## src/rtl/monitor_contador_if.sv

```systemverilog
// Signal bundle between a contador under observation and its monitor.
// VALID has no ready partner: it is a qualifier that is high while EXP holds a checked prediction.
interface monitor_contador_if;
    logic       ENB;
    logic [1:0] MODO;
    logic [3:0] D;
    logic [3:0] Q;
    logic       RCO;
    logic       VALID;
    logic [3:0] EXP;
    logic [7:0] WRAPS;
    logic       ERR;
    logic [1:0] ERR_CODE;

    modport master (
        output ENB, MODO, D, Q, RCO,
        input  VALID, EXP, WRAPS, ERR, ERR_CODE
    );

    modport slave (
        input  ENB, MODO, D, Q, RCO,
        output VALID, EXP, WRAPS, ERR, ERR_CODE
    );
endinterface

```

## src/rtl/monitor_contador.sv

```systemverilog
// Downstream checker for a 4-bit contador with one cycle of latency.
// It predicts Q/RCO from the previous edge's stimulus, counts wraps and latches the first fault.
module monitor_contador (
    input  logic               CLK,
    input  logic               RESET,
    monitor_contador_if.slave  mon,
    output logic [1:0]         state_o
);
    typedef enum logic [1:0] {
        IDLE  = 2'd0,
        TRACK = 2'd1,
        FAULT = 2'd2
    } state_e;

    state_e     state_q, state_d;
    logic       prev_enb_q, prev_enb_d;
    logic [1:0] prev_modo_q, prev_modo_d;
    logic [3:0] prev_d_q, prev_d_d;
    logic [3:0] prev_q_q, prev_q_d;
    logic       valid_q, valid_d;
    logic [3:0] exp_q, exp_d;
    logic [7:0] wraps_q, wraps_d;
    logic       err_q, err_d;
    logic [1:0] err_code_q, err_code_d;

    logic [3:0] exp_next;
    logic       rco_next;
    logic       q_bad;
    logic       rco_bad;

    // Prediction of what the contador shows at this edge, from last edge's inputs.
    always_comb begin
        exp_next = prev_q_q;
        rco_next = 1'b0;
        if (prev_enb_q) begin
            case (prev_modo_q)
                2'b00: begin
                    exp_next = prev_q_q + 4'd1;
                    rco_next = (prev_q_q == 4'hF);
                end
                2'b01: begin
                    exp_next = prev_q_q - 4'd1;
                    rco_next = (prev_q_q == 4'h0);
                end
                2'b10: begin
                    exp_next = prev_q_q - 4'd3;
                    rco_next = (prev_q_q < 4'd3);
                end
                default: begin
                    exp_next = prev_d_q;
                    rco_next = 1'b0;
                end
            endcase
        end
    end

    assign q_bad   = (mon.Q != exp_next);
    assign rco_bad = (mon.RCO != rco_next);

    always_comb begin
        state_d     = state_q;
        prev_enb_d  = prev_enb_q;
        prev_modo_d = prev_modo_q;
        prev_d_d    = prev_d_q;
        prev_q_d    = prev_q_q;
        valid_d     = valid_q;
        exp_d       = exp_q;
        wraps_d     = wraps_q;
        err_d       = err_q;
        err_code_d  = err_code_q;

        if (state_q != FAULT) begin
            prev_enb_d  = mon.ENB;
            prev_modo_d = mon.MODO;
            prev_d_d    = mon.D;
            prev_q_d    = mon.Q;
        end

        case (state_q)
            IDLE: begin
                valid_d = 1'b0;
                state_d = TRACK;
            end
            TRACK: begin
                exp_d = exp_next;
                if (q_bad || rco_bad) begin
                    err_d      = 1'b1;
                    err_code_d = {rco_bad, q_bad};
                    valid_d    = 1'b0;
                    state_d    = FAULT;
                end else begin
                    valid_d = 1'b1;
                    // Saturate rather than wrap so a long run never looks short.
                    if (mon.RCO && (wraps_q != 8'hFF)) begin
                        wraps_d = wraps_q + 8'd1;
                    end
                end
            end
            FAULT: begin
                valid_d = 1'b0;
            end
            default: begin
                state_d = IDLE;
                valid_d = 1'b0;
            end
        endcase
    end

    always_ff @(posedge CLK) begin
        if (RESET) begin
            state_q     <= IDLE;
            prev_enb_q  <= 1'b0;
            prev_modo_q <= 2'b00;
            prev_d_q    <= 4'h0;
            prev_q_q    <= 4'h0;
            valid_q     <= 1'b0;
            exp_q       <= 4'h0;
            wraps_q     <= 8'h00;
            err_q       <= 1'b0;
            err_code_q  <= 2'b00;
        end else begin
            state_q     <= state_d;
            prev_enb_q  <= prev_enb_d;
            prev_modo_q <= prev_modo_d;
            prev_d_q    <= prev_d_d;
            prev_q_q    <= prev_q_d;
            valid_q     <= valid_d;
            exp_q       <= exp_d;
            wraps_q     <= wraps_d;
            err_q       <= err_d;
            err_code_q  <= err_code_d;
        end
    end

    assign mon.VALID    = valid_q;
    assign mon.EXP      = exp_q;
    assign mon.WRAPS    = wraps_q;
    assign mon.ERR      = err_q;
    assign mon.ERR_CODE = err_code_q;
    assign state_o      = state_q;
endmodule

```

## src/flat_wrapper.sv

```systemverilog
// flat-port wrapper written by rule: the top's interface ports become plain ports
module monitor_contador_flat 
  (CLK, RESET, state_o, mon_ENB, mon_MODO, mon_D, mon_Q, mon_RCO, mon_VALID, mon_EXP, mon_WRAPS, mon_ERR, mon_ERR_CODE);
  monitor_contador_if mon_i ();
  input  logic CLK;
  input  logic RESET;
  output logic [1:0] state_o;
  input wire logic [$bits(mon_i.ENB)-1:0] mon_ENB;
  input wire logic [$bits(mon_i.MODO)-1:0] mon_MODO;
  input wire logic [$bits(mon_i.D)-1:0] mon_D;
  input wire logic [$bits(mon_i.Q)-1:0] mon_Q;
  input wire logic [$bits(mon_i.RCO)-1:0] mon_RCO;
  output wire logic [$bits(mon_i.VALID)-1:0] mon_VALID;
  output wire logic [$bits(mon_i.EXP)-1:0] mon_EXP;
  output wire logic [$bits(mon_i.WRAPS)-1:0] mon_WRAPS;
  output wire logic [$bits(mon_i.ERR)-1:0] mon_ERR;
  output wire logic [$bits(mon_i.ERR_CODE)-1:0] mon_ERR_CODE;
  assign mon_i.ENB = mon_ENB;
  assign mon_i.MODO = mon_MODO;
  assign mon_i.D = mon_D;
  assign mon_i.Q = mon_Q;
  assign mon_i.RCO = mon_RCO;
  assign mon_VALID = mon_i.VALID;
  assign mon_EXP = mon_i.EXP;
  assign mon_WRAPS = mon_i.WRAPS;
  assign mon_ERR = mon_i.ERR;
  assign mon_ERR_CODE = mon_i.ERR_CODE;
  monitor_contador u_core (.CLK(CLK), .RESET(RESET), .mon(mon_i), .state_o(state_o));
endmodule
```

## config.mk

```make
export PLATFORM = sky130hd
export DESIGN_NAME = monitor_contador_flat
export DESIGN_NICKNAME = d
export VERILOG_FILES = /design/src/rtl/monitor_contador_if.sv /design/src/rtl/monitor_contador.sv /design/src/flat_wrapper.sv
export SDC_FILE = /design/constraint.sdc
export NUM_CORES = 1
export LEC_CHECK = 0
export CORE_AREA = 4 4 75 77
export CTS_CLUSTER_SIZE = 20
export DETAILED_ROUTE_END_ITERATION = 8
export DIE_AREA = 0 0 79 81
export SYNTH_ARGS = -nofsm -noshare
export SYNTH_HDL_FRONTEND = slang
export SYNTH_SLANG_ARGS = --single-unit
export TNS_END_PERCENT = 50
```

## constraint.sdc

```tcl
create_clock -name CLK -period 4.5 [get_ports CLK]
set_clock_uncertainty 0.05 [all_clocks]
set_input_delay 0.9 -clock CLK [delete_from_list [all_inputs] [get_ports CLK]]
set_output_delay 0.9 -clock CLK [all_outputs]
set_load 0.05 [all_outputs]
```

==> flow_summary.toml <==
[placement]
io_buffer_count = 31
hpwlAfterDp_um = 2857
final_wtd_congestion = 0.7994
number_of_placed_instances_taps_included = 300
place_ws_ns = 1.204

[pwr]
power.density_nw_per_um2 = 322.6
share_clk_of_total_power = 0.295
cellLeakagePower_uw = 0.0007503
ir_worst_vdd_mv = 0.1299
p_int_uw = 459.5
combinationalPowerShare = 0.269
share_seq_of_total_power = 0.436
switching_share = 0.3339
total_switching_power_uw = 230.3

[routing]
detail_route.first_pass.iterations = 4
drt_iter0_markers = 73
dr_total_vias = 1548
wl_per_cell_um = 13.17
number_of_design_rule_violations_left_after_detail_routing = 0
postRouteWirelength_um = 4057
ant_nets = 0
avgViaCountPerCell = 5.026

[setup_path]
worst-setup-path-type = "reg2reg"
critPathLaunchType = "register"
cp.arrival_ns = 3.52
cp.required_ns = 4.65
r2r-start = "u_core.prev_modo_q[0]"
cp-end-kind = "register"
worstPathMaxFanout = 17
worst_setup_path_startpoint = "u_core.prev_modo_q[0]"

[finish]
final_core_utilization = 0.4268
diodes = 0
final_cells = 308
layout-drive-gt1-share = 0.07983
area.growth.synth_to_final_pct = 26.59
final_net_count = 255
layout_common_cells = "sky130_fd_sc_hd__nand2_1 (31), sky130_fd_sc_hd__clkdlybuf4s50_1 (31), sky130_fd_sc_hd__dfxtp_1 (29)"

[logic_synthesis]
netlist_area_um2 = 1689
synthDistinctLibCells = 50
async_reset_ff_frac = 0
synth.net_count = 226
synth_enable_flop_cells = 0
ys_warn_count = 0
post_synth_inst_count = 208
ys_dominant_reg_cell = "sky130_fd_sc_hd__dfxtp_1"
syn_avg_cell_area_um2 = 8.121
yosysSeqAreaShare = 0.3437
ys_seq_elements = 29

[cts]
insertion_delay_ns = 0.28
level_count_of_the_clock_h_tree = 2
clock-root-buffer = "sky130_fd_sc_hd__clkbuf_8"
post_cts.repair.setup_buffers = 0
cts_hold_repair.buffers = 0
clockBufferDepth = 2
clock-sinks = 29
cts-buffers-inserted = 5
tritoncts = "yes"
post_cts.resized_instances = 0
cts.reportedPaths.clkPinSlew_ns = 0.06

[worst_hold_path]
worst_hold_path_type = "reg2reg"
worstHoldStart = "u_core.prev_d_q[0]"

[global_routing]
global_route_wire_length_before_repair_um = 7203
globalRouteTotalUtil = 0.1422
first_global_vias = 1549
largest_net_degree_at_the_start_of_global_routing = 33
grt_antenna_before_repair = 0
grt_overflow_total = 0

[floorplanning]
fp.dieArea_um2 = 6399
core_area_um2 = 5010
num_rows = 26
die-height_um = 81
i_o_pins = 32
die_x_um = 79
floorplan.initialDensity = 0.3372

[timing]
final_max_slew_viol_count = 0
setup_ws_ns = 1.126
max_freq_ghz = 0.2964
finalCriticalPeriod_ns = 3.374
setup_viol = 0
slew_at_the_pin_with_the_worst_max_slew_slack_ns = 0.8406
fin_crit_sh = 0.7497
rsz0062_at_grt = "no"
timing_hold_violations_final = 0
max-slew-margin-rel = 0.4384
final.setup.tns_ns = 0

[job]
maxCapViolations = 0

[outcome]
outcome = "completed"
==> synth_stat cells (4+ instances only) <==
master | count | area share
sky130_fd_sc_hd__nor3_1 | 9 | 0.027
sky130_fd_sc_hd__dfxtp_1 | 29 | 0.34
sky130_fd_sc_hd__ha_1 | 4 | 0.030
sky130_fd_sc_hd__clkbuf_1 | 9 | 0.020
sky130_fd_sc_hd__nor2_1 | 13 | 0.029
sky130_fd_sc_hd__inv_1 | 6 | 0.013
sky130_fd_sc_hd__nand3_1 | 4 | 0.012
sky130_fd_sc_hd__nand2b_1 | 5 | 0.019
sky130_fd_sc_hd__o31ai_1 | 4 | 0.018
sky130_fd_sc_hd__nor2b_1 | 10 | 0.037
sky130_fd_sc_hd__or4_1 | 4 | 0.018
sky130_fd_sc_hd__nand2_1 | 31 | 0.069
sky130_fd_sc_hd__a21oi_1 | 22 | 0.065
sky130_fd_sc_hd__nand4_1 | 4 | 0.015
sky130_fd_sc_hd__o21ai_0 | 4 | 0.012
==> path summary, 6_finish.rpt <==
check                                          end  slack, ns  cells past startpoint
worst max-delay path             u_core.state_o[0]       1.13                      9
worst min-delay path            u_core.prev_d_q[0]       0.40                      2
worst max register to register   u_core.state_o[0]       1.13                      9
worst min register to register  u_core.prev_d_q[0]       0.40                      2
==> cell type report <==
| type | count | area, um2 |
|---|---|---|
| fillers | 567 | 2872 |
| multi-input cells | 162 | 1042 |
| well taps | 70 | 87.58 |
| clock buffers | 8 | 80.08 |
| flip-flops and latches | 29 | 580.6 |
| inverters | 6 | 22.52 |
| repair buffers | 33 | 325.3 |
==> kinds of logic after synthesis <==
kind of cell | Yosys count | synth area share
buffers and inverters | 17 | 0.03926
adder cells (fa/ha/maj) | 4 | 0.02963
AO/OA/AOI/OAI | 49 | 0.2141
flip-flops | 29 | 0.3437
AND/OR/NAND/NOR | 101 | 0.3259
multiplexers | 5 | 0.03185
XOR/XNOR | 3 | 0.01556
==> power by group through the flow <==
stage | Sequential [uW] | Combinational, uW | Clock [uW]
after floorplan | 331 | 102 | 0
after global placement | 306 | 185 | 0
after detailed placement | 306 | 187 | 0
after CTS | 300 | 188 | 211
after global routing | 305 | 204 | 226
final | 300 | 186 | 204
==> routing by layer <==
metal	share of wire	wire, um	GRT usage	vias to the layer above
met5	0	0	0	-
met4	0.017	70	0.06186	0
met3	0.033	132	0.03104	8
met2	0.44	1777	0.2239	28
met1	0.51	2077	0.1875	706
li1	-	-	-	806
==> critical path, cell delays in order, from the launching register on <==
cell,delay (ns)
sky130_fd_sc_hd__dfxtp_1,0.61
sky130_fd_sc_hd__nor2b_1,0.22
sky130_fd_sc_hd__xnor2_1,0.09
sky130_fd_sc_hd__ha_1,0.19
sky130_fd_sc_hd__or3b_1,0.42
sky130_fd_sc_hd__a2111oi_4,0.39
sky130_fd_sc_hd__o31a_2,0.23
sky130_fd_sc_hd__o2111ai_4,0.26
sky130_fd_sc_hd__or4_4,0.59
sky130_fd_sc_hd__a211oi_2,0.24
==> state kept, by name, indices dropped and copies added (netlist names) <==
signal and count:
u_core.mon.WRAPS 8, u_core.state_o 2, u_core.prev_enb_q 1, u_core.mon.VALID 1, u_core.prev_d_q 4, u_core.mon.EXP 4
u_core.prev_q_q 4, u_core.mon.ERR_CODE 2, u_core.mon.ERR 1, u_core.prev_modo_q 2
==> metrics by stage <==
stage | hold slack, ns | cell area (um2) | power (uW)
floorplan | 0.3766 | 1689 | 433.7
global placement | 0.3921 | 2058 | 490.9
detailed placement | 0.3987 | 2058 | 492.8
CTS | 0.4072 | 2138 | 698.8
global route | 0.4349 | 2138 | 736.1
finish | 0.4037 | 2138 | 689.8
Power figures use the tool's default switching activity.
